File: src/rtl/spi_pkg.sv
// Shared SPI command definitions: opcode encoding, master FSM states and word sizes.
package spi_pkg;

    localparam int CMD_BITS  = 10;
    localparam int DATA_BITS = 8;

    typedef enum logic [1:0] {
        WR_ADDR = 2'b00,
        WR_DATA = 2'b01,
        RD_ADDR = 2'b10,
        RD_DATA = 2'b11
    } spi_op_e;

    typedef enum logic [2:0] {
        ST_IDLE    = 3'd0,
        ST_START   = 3'd1,
        ST_SHIFT   = 3'd2,
        ST_WAIT    = 3'd3,
        ST_CAPTURE = 3'd4,
        ST_END     = 3'd5
    } mst_state_e;

endpackage

File: src/rtl/spi_master_shifter.sv
// Datapath for the SPI master: command shift-out register, read-data shift-in
// register and the shared bit counter. Next-state values are exported so the
// top level can register MOSI/rsp_data in the same cycle the state changes.
module spi_master_shifter
    import spi_pkg::*;
(
    input  logic                 clk,
    input  logic                 rst_n,
    input  logic                 load,
    input  logic [CMD_BITS-1:0]  load_data,
    input  logic                 shift_en,
    input  logic                 cap_en,
    input  logic                 miso,
    input  logic                 cnt_ld,
    input  logic [3:0]           cnt_ld_val,
    input  logic                 cnt_dec,
    output logic                 tx_msb_next,
    output logic [DATA_BITS-1:0] rx_next,
    output logic [3:0]           bit_cnt
);

    logic [CMD_BITS-1:0]  tx_q, tx_d;
    logic [DATA_BITS-1:0] rx_q, rx_d;
    logic [3:0]           cnt_q, cnt_d;

    // Next values: parallel load / left shift, MSB-first capture, counter load or decrement.
    always_comb begin
        tx_d = tx_q;
        if (load) begin
            tx_d = load_data;
        end else if (shift_en) begin
            tx_d = {tx_q[CMD_BITS-2:0], 1'b0};
        end
        rx_d = cap_en ? {rx_q[DATA_BITS-2:0], miso} : rx_q;
        cnt_d = cnt_q;
        if (cnt_ld) begin
            cnt_d = cnt_ld_val;
        end else if (cnt_dec) begin
            cnt_d = cnt_q - 4'd1;
        end
    end

    // Datapath registers; reset drops any partially captured byte.
    always_ff @(posedge clk or negedge rst_n) begin
        if (!rst_n) begin
            tx_q  <= '0;
            rx_q  <= '0;
            cnt_q <= '0;
        end else begin
            tx_q  <= tx_d;
            rx_q  <= rx_d;
            cnt_q <= cnt_d;
        end
    end

    assign tx_msb_next = tx_d[CMD_BITS-1];
    assign rx_next     = rx_d;
    assign bit_cnt     = cnt_q;

endmodule

File: src/rtl/spi_master.sv
// SPI master: accepts 10-bit commands from the host, shifts them out MSB first
// under SS_n (one bit per clk), and for read-data commands collects an 8-bit
// reply from MISO after TURNAROUND idle cycles. All pin outputs are registered
// from the next state so they line up cycle-for-cycle with the FSM state.
module spi_master
    import spi_pkg::*;
#(
    parameter int TURNAROUND = 2
) (
    input  logic                 clk,
    input  logic                 rst_n,
    input  logic                 cmd_valid,
    output logic                 cmd_ready,
    input  logic [CMD_BITS-1:0]  cmd_data,
    output logic                 rsp_valid,
    output logic [DATA_BITS-1:0] rsp_data,
    output logic                 busy,
    output logic                 SS_n,
    output logic                 MOSI,
    input  logic                 MISO
);

    localparam logic [3:0] SHIFT_FIRST = 4'(CMD_BITS - 1);
    localparam logic [3:0] CAP_FIRST   = 4'(DATA_BITS - 1);
    localparam logic [3:0] WAIT_LAST   = (TURNAROUND == 0) ? 4'd0 : 4'(TURNAROUND - 1);

    mst_state_e           state_q, state_d;
    logic                 rd_q, rd_d;
    logic [3:0]           wait_q, wait_d;
    logic                 ss_n_q, ss_n_d;
    logic                 mosi_q, mosi_d;
    logic                 rsp_valid_q, rsp_valid_d;
    logic [DATA_BITS-1:0] rsp_data_q, rsp_data_d;

    logic                 load, shift_en, cap_en, cnt_ld, cnt_dec;
    logic [3:0]           cnt_ld_val;
    logic                 tx_msb_next;
    logic [DATA_BITS-1:0] rx_next;
    logic [3:0]           bit_cnt;

    spi_master_shifter u_shifter (
        .clk         (clk),
        .rst_n       (rst_n),
        .load        (load),
        .load_data   (cmd_data),
        .shift_en    (shift_en),
        .cap_en      (cap_en),
        .miso        (MISO),
        .cnt_ld      (cnt_ld),
        .cnt_ld_val  (cnt_ld_val),
        .cnt_dec     (cnt_dec),
        .tx_msb_next (tx_msb_next),
        .rx_next     (rx_next),
        .bit_cnt     (bit_cnt)
    );

    // Frame sequencing and datapath control.
    always_comb begin
        state_d    = state_q;
        rd_d       = rd_q;
        wait_d     = wait_q;
        load       = 1'b0;
        shift_en   = 1'b0;
        cap_en     = 1'b0;
        cnt_ld     = 1'b0;
        cnt_ld_val = 4'd0;
        cnt_dec    = 1'b0;
        unique case (state_q)
            ST_IDLE: begin
                if (cmd_valid) begin
                    load    = 1'b1;
                    rd_d    = (spi_op_e'(cmd_data[CMD_BITS-1 -: 2]) == RD_DATA);
                    state_d = ST_START;
                end
            end
            ST_START: begin
                cnt_ld     = 1'b1;
                cnt_ld_val = SHIFT_FIRST;
                state_d    = ST_SHIFT;
            end
            ST_SHIFT: begin
                if (bit_cnt == 4'd0) begin
                    if (!rd_q) begin
                        state_d = ST_END;
                    end else if (TURNAROUND == 0) begin
                        cnt_ld     = 1'b1;
                        cnt_ld_val = CAP_FIRST;
                        state_d    = ST_CAPTURE;
                    end else begin
                        wait_d  = WAIT_LAST;
                        state_d = ST_WAIT;
                    end
                end else begin
                    shift_en = 1'b1;
                    cnt_dec  = 1'b1;
                end
            end
            ST_WAIT: begin
                if (wait_q == 4'd0) begin
                    cnt_ld     = 1'b1;
                    cnt_ld_val = CAP_FIRST;
                    state_d    = ST_CAPTURE;
                end else begin
                    wait_d = wait_q - 4'd1;
                end
            end
            ST_CAPTURE: begin
                cap_en = 1'b1;
                if (bit_cnt == 4'd0) begin
                    state_d = ST_END;
                end else begin
                    cnt_dec = 1'b1;
                end
            end
            ST_END: begin
                state_d = ST_IDLE;
            end
            default: begin
                state_d = ST_IDLE;
            end
        endcase
    end

    // Pin outputs for the coming cycle, derived from the state being entered.
    always_comb begin
        ss_n_d      = (state_d == ST_IDLE) || (state_d == ST_END);
        mosi_d      = ((state_d == ST_START) || (state_d == ST_SHIFT)) ? tx_msb_next : 1'b0;
        rsp_valid_d = (state_d == ST_END) && rd_q;
        rsp_data_d  = ((state_q == ST_CAPTURE) && (state_d == ST_END)) ? rx_next : rsp_data_q;
    end

    // State and registered outputs; reset raises SS_n at once and clears read data.
    always_ff @(posedge clk or negedge rst_n) begin
        if (!rst_n) begin
            state_q     <= ST_IDLE;
            rd_q        <= 1'b0;
            wait_q      <= 4'd0;
            ss_n_q      <= 1'b1;
            mosi_q      <= 1'b0;
            rsp_valid_q <= 1'b0;
            rsp_data_q  <= '0;
        end else begin
            state_q     <= state_d;
            rd_q        <= rd_d;
            wait_q      <= wait_d;
            ss_n_q      <= ss_n_d;
            mosi_q      <= mosi_d;
            rsp_valid_q <= rsp_valid_d;
            rsp_data_q  <= rsp_data_d;
        end
    end

    assign cmd_ready = (state_q == ST_IDLE);
    assign busy      = (state_q != ST_IDLE);
    assign SS_n      = ss_n_q;
    assign MOSI      = mosi_q;
    assign rsp_valid = rsp_valid_q;
    assign rsp_data  = rsp_data_q;

endmodule

File: config.mk
export PLATFORM = sky130hd
export DESIGN_NAME = spi_master
export DESIGN_NICKNAME = d
export VERILOG_FILES = /design/src/rtl/spi_pkg.sv /design/src/rtl/spi_master_shifter.sv /design/src/rtl/spi_master.sv
export SDC_FILE = /design/constraint.sdc
export NUM_CORES = 1
export LEC_CHECK = 0
export ABC_AREA = 1
export CELL_PAD_IN_SITES_DETAIL_PLACEMENT = 0
export CELL_PAD_IN_SITES_GLOBAL_PLACEMENT = 1
export CORE_ASPECT_RATIO = 0.6
export CORE_UTILIZATION = 35
export CTS_BUF_LIST = sky130_fd_sc_hd__clkbuf_16
export DETAILED_ROUTE_END_ITERATION = 8
export PLACE_DENSITY = 0.68
export SYNTH_ARGS = -nofsm -noshare
export SYNTH_HDL_FRONTEND = slang
export SYNTH_SLANG_ARGS = --single-unit
File: constraint.sdc
create_clock -name clk -period 3.1 [get_ports clk]
set_input_delay 0.62 -clock clk [delete_from_list [all_inputs] [get_ports clk]]
set_output_delay 0.62 -clock clk [all_outputs]
set_load 0.02 [all_outputs]
# Yosys cells after proc, flatten, opt, wreduce, memory -nomap -nowiden
# Index checks and enable logic that the tools add are counted.
totals:
  register_bits: 41
  wordCells: 65
op_classes:
  n_addsub: 2
  n_eq_ne: 11
  mux: 26
  n_reduce_logical: 15
op_table:
  columns: ["cell", "n"]
  rows:
  - ["$mux W10", 2]
  - ["$mux W4", 5]
  - ["$mux W3", 6]
  - ["$pmux W4 S2", 2]
  - ["$pmux W3 S5", 1]
  - ["$eq A3 B2 Y1 const B", 3]
  - ["$logic_not A4 Y1", 2]
  - ["$mux W1", 8]
  - ["$mux W8", 1]
  - ["$sub A4 B1 Y4 const B", 2]
  - ["$eq A3 B1 Y1 const B", 2]
  - ["$eq A3 B3 Y1 const B", 2]
  - ["$logic_not A3 Y1", 2]
  - ["$ne A2 B2 Y1 const B", 3]
  - ["$reduce_bool A2 Y1", 3]
  - ["$reduce_and A4 Y1", 1]
  - ["$reduce_bool A3 Y1", 1]
  - ["$eq A2 B2 Y1 const B", 1]
  - ["$logic_and A1 B1 Y1", 2]
  - ["$logic_or A1 B1 Y1", 2]
  - ["$pmux W1 S2", 1]
  - ["$reduce_and A2 Y1", 1]
  - ["$reduce_or A2 Y1", 1]

# Longest topological paths before layout
# Gate-level depths: netlist of the first run.
logic_depth:
  word_depth: 6
  ltp_mapped: 10
  depth_no_buf: 10

# Cells and area by module
# A second synthesis of the first run with hierarchy kept.
unflattened:
  hier_cells: 237
  hier_area_um2: 1966.9
by_module_without_submodules:
  columns: ["mod", "n_inst", "cells_per_inst", "area_per_inst_um2", "seq_area_each_um2"]
  rows:
  - ["spi_master", 1, 131, 996.0, 476.7]
  - ["spi_master_shifter", 1, 106, 970.9, 550.5]

# Least setup slack after synthesis of the first run
# OpenSTA, ideal clock, no wires.
synth_path:
  path_kind: "flip-flop to output port"
  start: "register state_q[2]"
  end: "output port cmd_ready"
  arrival_time_ps: 947
  t_required_ps: 2480
  path_slack_ps: 1533
  path_stages_with_launch: 4
  n_path_buf: 0
  path_cell_list: "dfrtp_1 inv_2 nand2_1 inv_1"
synth_via:
  elab_chain_len: 1
synth_rtl:
  columns: ["element", "line", "text"]
  rows:
  - ["start, declared", "spi_master.sv:27", "mst_state_e state_q, state_d;"]
  - ["start signal, assigned", "spi_master.sv:143", "state_q <= state_d;"]
  - ["$logic_not A3 Y1", "spi_master.sv:153", "assign cmd_ready = (state_q == ST_IDLE);"]
  - ["end, declared", "spi_master.sv:13", "output logic cmd_ready,"]
# No other way between the ends.

# Final worst setup path of the first run
# Same ends and word-level chain as after synthesis.

==> results of run 1 <==
synthesized netlist by cell type:
cell / n
buf_6: 2
dfrtp_1: 39
nor3_1: 3
nor2_8: 1
clkinv_1: 1
xor2_1: 2
nor2_2: 3
o21ai_0: 12
nand4_2: 1
o211ai_1: 3
dfstp_2: 1
nand3_2: 3
o21ai_2: 1
ha_1: 3
a21oi_1: 3
xnor2_1: 2
nor2_1: 12
o21ai_1: 11
inv_2: 6
o22ai_1: 4
nand3_1: 6
nor2_4: 1
inv_1: 27
buf_2: 1
o221ai_1: 3
nand2_2: 6
mux2_4: 2
nand2_1: 53
nand2_4: 1
final timing paths:
kind	from	end	slack (ps)	cells past startpoint
worst min register to register	rsp_data[2]	rsp_data[2]	480	2
worst max register to register	u_shifter.bit_cnt[0]	wait_q[1]	1420	9
max in group asynchronous	rst_n	state_q[1]	2090	1
worst max-delay path	state_q[2]	cmd_ready	840	4
worst min-delay path	rst_n	rsp_data[1]	470	1
min in group clk	rsp_data[2]	rsp_data[2]	480	2
where the power goes:
part	internal, mW	switching [mW]
Clock	0.374	0.196
Sequential	0.776	0.132
Combinational	0.478	0.708
metal layers:
layer | track usage | up-vias | part of all wire
met5 | 0 | - | 0
met4 | 0.0448 | 0 | 0.0095
met3 | 0.0448 | 6 | 0.063
li1 | - | 738 | -
met2 | 0.183 | 35 | 0.34
met1 | 0.240 | 616 | 0.58
area by class of cell:
type                            count  area (um^2)  share of cell area
Tap cell                           66         82.6              0.0348
Inverter                           34          128              0.0537
Multi-Input combinational cell    136          746               0.314
Timing Repair Buffer               26          255               0.107
Clock inverter                      3         37.5              0.0158
Sequential cell                    40         1000               0.422
Clock buffer                        5          125              0.0527
cells by family after synthesis:
logic type                 after synthesis  share of synthesized area
AOI/OAI and AO/OA                       37                      0.112
muxes                                    2                     0.0158
DFF                                     40                      0.527
adders and majority gates                3                     0.0197
and+or+nand+nor                         90                      0.226
buffers and inverters                   37                     0.0815
xor gates and xnor gates                 4                     0.0184
sequential cells by signal (all words and copies together) (netlist names):
name	flops
u_shifter.tx_q	10
rsp_data	8
state_q	3
SS_n	1
u_shifter.bit_cnt	4
u_shifter.rx_q	7
rd_q	1
wait_q	4
rsp_valid	1
MOSI	1
worst reg2reg max path, delay by kind of cell (launching register included):
family	cells	cell delay, ps
flip-flops	1	370
adder cells (fa/ha/maj)	1	210
AND/OR/NAND/NOR	5	700
buffers and inverters	2	200
AO/OA/AOI/OAI	1	70
==> reports/metrics.cfg, run 1 <==
[logic_synthesis]
yosysTopAreaCell = dfrtp_1
synth_top_area_frac = 0.513
ys_warn_count = 0
ys_seq_area_frac = 0.527
synth.area.top_cells = dfrtp_1, nand2_1, inv_1, o21ai_0, o21ai_1
postSynthAreaPerCell_um2 = 8.93
yosysUniqueCellTypes = 29
netlist_area_um2 = 1900
synthCells = 213
ys_seq_elements = 40
syn_nets = 230

[worst_setup_path]
slowest_delay_ps = 590
cp-end-kind = output pin
path_max_fanout = 5
cp.required_ps = 2480
crit_chain = inv_2 > nand2_1 > inv_1 > clkdlybuf4s50_1
critPathBufInv = 3
crit_path_start_kind = register
cp_top_family = buffers and inverters
timing.critical_path.slowest_stage_cell = clkdlybuf4s50_1
arrival_ps = 1640
crit_type = register to output pin

[min_path]
hold_class = input pin to asynchronous set/reset pin

[cts]
hold_buffers = 0
ctsResizeCount = 0
clk_pin_slew_ps = 60
clock_latency_ps = 280
cts_tree = built
htree_levels = 2
clock_path_buffers = 2
clock-root-buffer = clkbuf_16
cts_setup_buffers = 0
clock_sinks = 40
cts_buffers = 5

[pwr]
ir_worst_vdd_mv = 0.364
p_leak_nw = 1.17
report.power.total_mw = 2.66
cellPowerDensity_nw_per_um2 = 1120

[drt]
routed_via_density = 4.50
antenna_left = 0
drt_iter0_drc = 58
drc = 0
firstDrtPassIters = 4
vias = 1395
avgRoutedWirePerCell_um = 12.2
drt-total-wl_mm = 3.79

[sta]
slew_violations = 0
worst_pin_slew_ps = 883
fin_crit_sh = 0.728
rsz0062_at_grt = false
fin_ws_ps = 843
min_period_ps = 2260
max_slew_margin = 0.411
hold_viol = 0
fin_hold_ws_ps = 465
fmax_ghz = 0.443
finalSetupTns_ps = 0
finalClockSkew_ps = 4.86
finalSetupViolCount = 0

[die]
die_h_um = 59.1
die_w_um = 97.2
coreArea_um2 = 5150
row_count = 20
io_pins = 27
dieArea_um2 = 5750
initial_core_util = 0.369

[placement]
dp_hpwl_mm = 2.78
gp_congestion = 0.761
portBuffers = 26
pre_cts_ws_ps = 1140
place_area_um2 = 2210
placedCellCount = 302

[final_layout]
n_antenna_cell = 0
design_area_um2 = 2380
fillers = 515
finalNonFillerCells = 310
layout_common_cells = nand2_1, dfrtp_1, inv_1
layout-drive-gt1-share = 0.135
area_growth_pct = 24.9
final_common_cell = nand2_1
fin_util = 0.461
nNetsFinal = 260

[flow_run]
maxCapViolations = 0

[global_route]
grt_overflow = 0
grt_max_degree = 41
grt_usage = 0.149
grt_pass1_vias = 1290
antenna_found_initial = 0
grt_pass1_wl_mm = 6.56

[run_status]
status = completed

No activity file was read; power rests on OpenSTA's default activity.
==> run 2, diff against run 1 <==
--- a/config.mk
+++ b/config.mk
@@ -12,7 +12,7 @@
 export CORE_UTILIZATION = 35
 export CTS_BUF_LIST = sky130_fd_sc_hd__clkbuf_16
 export DETAILED_ROUTE_END_ITERATION = 8
-export PLACE_DENSITY = 0.68
+export PLACE_DENSITY = 0.71
 export SYNTH_ARGS = -nofsm -noshare
 export SYNTH_HDL_FRONTEND = slang
 export SYNTH_SLANG_ARGS = --single-unit
==> constraint.sdc (replaced) <==
create_clock -name clk -period 1.95 [get_ports clk]
set_input_delay 0.39 -clock clk [delete_from_list [all_inputs] [get_ports clk]]
set_output_delay 0.39 -clock clk [all_outputs]
set_load 0.02 [all_outputs]
==> run 2 against run 1 <==
Net effect:
- count of clock-buffer cells in the layout is the same
- flip-flop and latch count is the same
- critical endpoint is now SS_n
- highest routed layer unchanged
- global-route usage shrank 0.053 points
- sequential power grew 60%
- largest power group unchanged
==> reports/metrics.cfg, run 2 (synthesized netlist as in run 1, its figures left out) <==
[global_route]
grt_pass1_vias = 1308  ; +1.4%
grt_max_degree = 21  ; -49%
grt_usage = 0.149  ; -0.000531
antenna_found_initial = 0  ; unchanged
gr-usage-met3 = 0.0436  ; -0.00118
grt_pass1_wl_mm = 6.57  ; +0.20%
busiest_layer = met1
grt_overflow = 0  ; unchanged
use_met2 = 0.198  ; +0.0151
grt_util_met1 = 0.233  ; -0.00749

[drt]
firstDrtPassIters = 4  ; unchanged
drt-total-wl_mm = 3.86  ; +1.9%
vias = 1422  ; +1.9%
antenna_left = 0  ; unchanged
drc = 0  ; unchanged
drt_iter0_drc = 54  ; -6.9%
routed_via_density = 4.54  ; +0.96%
avgRoutedWirePerCell_um = 12.3  ; +0.93%

[final_layout]
area_growth_pct = 24.8  ; about the same
design_area_um2 = 2370  ; about the same
seq_area_um2 = 1000  ; +0.12%
largest_register_ffs = 10  ; unchanged
finalNonFillerCells = 313  ; +0.97%
fillers = 519  ; +0.78%
multi_input_area_um2 = 746  ; unchanged
n_antenna_cell = 0  ; unchanged
layout_common_cells = nand2_1, dfrtp_1, inv_1
final_common_cell = nand2_1
nNetsFinal = 263  ; +1.2%
layout-drive-gt1-share = 0.146  ; +0.0105
top_register = u_shifter.tx_q

[cts]
cts_tree = built
hold_buffers = 0  ; unchanged
cts_setup_buffers = 0  ; unchanged
clk_pin_slew_ps = 60  ; about the same
clock_sinks = 40  ; unchanged
clock_latency_ps = 270  ; about the same
clock_path_buffers = 2  ; unchanged
clock-root-buffer = clkbuf_16
cts_buffers = 5  ; unchanged
htree_levels = 2  ; unchanged

[worst_setup_path]
crit_chain = clkdlybuf4s50_1
worstReg2RegStart = u_shifter.bit_cnt[0]
cp-end-kind = output pin
cp.required_ps = 1560  ; -920 ps
cp_top_family = buffers and inverters
slowest_delay_ps = 590  ; about the same
path_max_fanout = 1  ; -4
crit_path_start_kind = register
arrival_ps = 1370  ; -270 ps
timing.critical_path.slowest_stage_cell = clkdlybuf4s50_1
startpoint = SS_n
crit_type = register to output pin
critPathBufInv = 1  ; -2

[die]
initial_core_util = 0.369  ; unchanged
coreArea_um2 = 5150  ; unchanged
row_count = 20  ; unchanged
dieArea_um2 = 5750  ; unchanged
die_h_um = 59.1  ; unchanged
io_pins = 27  ; unchanged
die_w_um = 97.2  ; unchanged

[sta]
min_period_ps = 1760
finalSetupViolCount = 0  ; unchanged
finalClockSkew_ps = 2.48  ; -2.38 ps
rsz0062_at_grt = false
fin_hold_ws_ps = 63.3  ; -402 ps
worst_pin_slew_ps = 471  ; -412 ps
finalSetupTns_ps = 0  ; unchanged
max_slew_margin = 0.686  ; +0.274
fmax_ghz = 0.568
slew_violations = 0  ; unchanged
fin_crit_sh = 0.903
hold_viol = 0  ; unchanged

[pwr]
cellPowerDensity_nw_per_um2 = 1730  ; +54%
ir_worst_vdd_mv = 0.814  ; +120%
report.power.total_mw = 4.10  ; +54%
p_leak_nw = 1.19  ; +1.5%

[placement]
place_area_um2 = 2240  ; +1.0%
dp_hpwl_mm = 2.91  ; +4.6%
placedCellCount = 305  ; +0.99%
portBuffers = 26  ; unchanged
gp_congestion = 0.774  ; +1.7%

[run_status]
status = completed

[min_path]
hold_class = input pin to asynchronous set/reset pin

[flow_run]
maxCapViolations = 0  ; unchanged

-- run 2: repair_timing --
action	CTS	global route
gates resized for setup	2	1
pin swaps	0	0
endpoints found under the setup margin	2	1
-- run 2: routing by layer --
metal / routed length, um / share of wire / up-vias
li1: - / - / 749
met1: 2290 / 0.59 / 647
met2: 1380 / 0.36 / 24
met3: 175 / 0.045 / 2
met4: 13 / 0.0034 / 0
met5: 0 / 0 / -
-- run 2: path summary, 6_finish.rpt --
path                            depth (start not counted)  slack [ps]                end
worst max-delay path                                    1         190               SS_n
worst min-delay path                                    1          60        rsp_data[7]
worst max register to register                          9         270               MOSI
worst min register to register                          2         490  u_shifter.rx_q[1]
max in group asynchronous                               2        1280               SS_n
min in group clk                                        2         490  u_shifter.rx_q[1]
-- run 2: worst reg2reg max path: stages, from the launching register on --
cell     delay (ps)
dfrtp_1         370
inv_1           100
ha_1            220
nand3_1         130
nand2_2         270
nand2_2         150
inv_2           130
nand2_1          80
nand2_2          70
a21oi_1          40
-- run 2: power by group --
group / leakage (nW) / internal [mW] / total (mW) / switching [mW]
sequential: 0.491 / 1.23 / 1.45 / 0.213
clock: 0.0738 / 0.460 / 0.758 / 0.299
combinational: 0.628 / 0.762 / 1.90 / 1.14
total: 1.19 / 2.46 / 4.10 / 1.65
-- run 2: per-stage QoR --
step                      setup WS, ps  utilization
after floorplan                    554            -
after global placement             232        0.434
after detailed placement           230        0.434
after CTS                         51.5        0.460
after global routing               127        0.461
final                              189        0.461
-- run 2: area by class of cell --
cell class / count / share of cell area
sequential: 40 / 0.423
clock buffer: 5 / 0.0527
inverter: 34 / 0.0537
multi-input combinational: 136 / 0.314
timing repair buffer: 29 / 0.117
clock inverter: 3 / 0.00474
tap: 66 / 0.0348
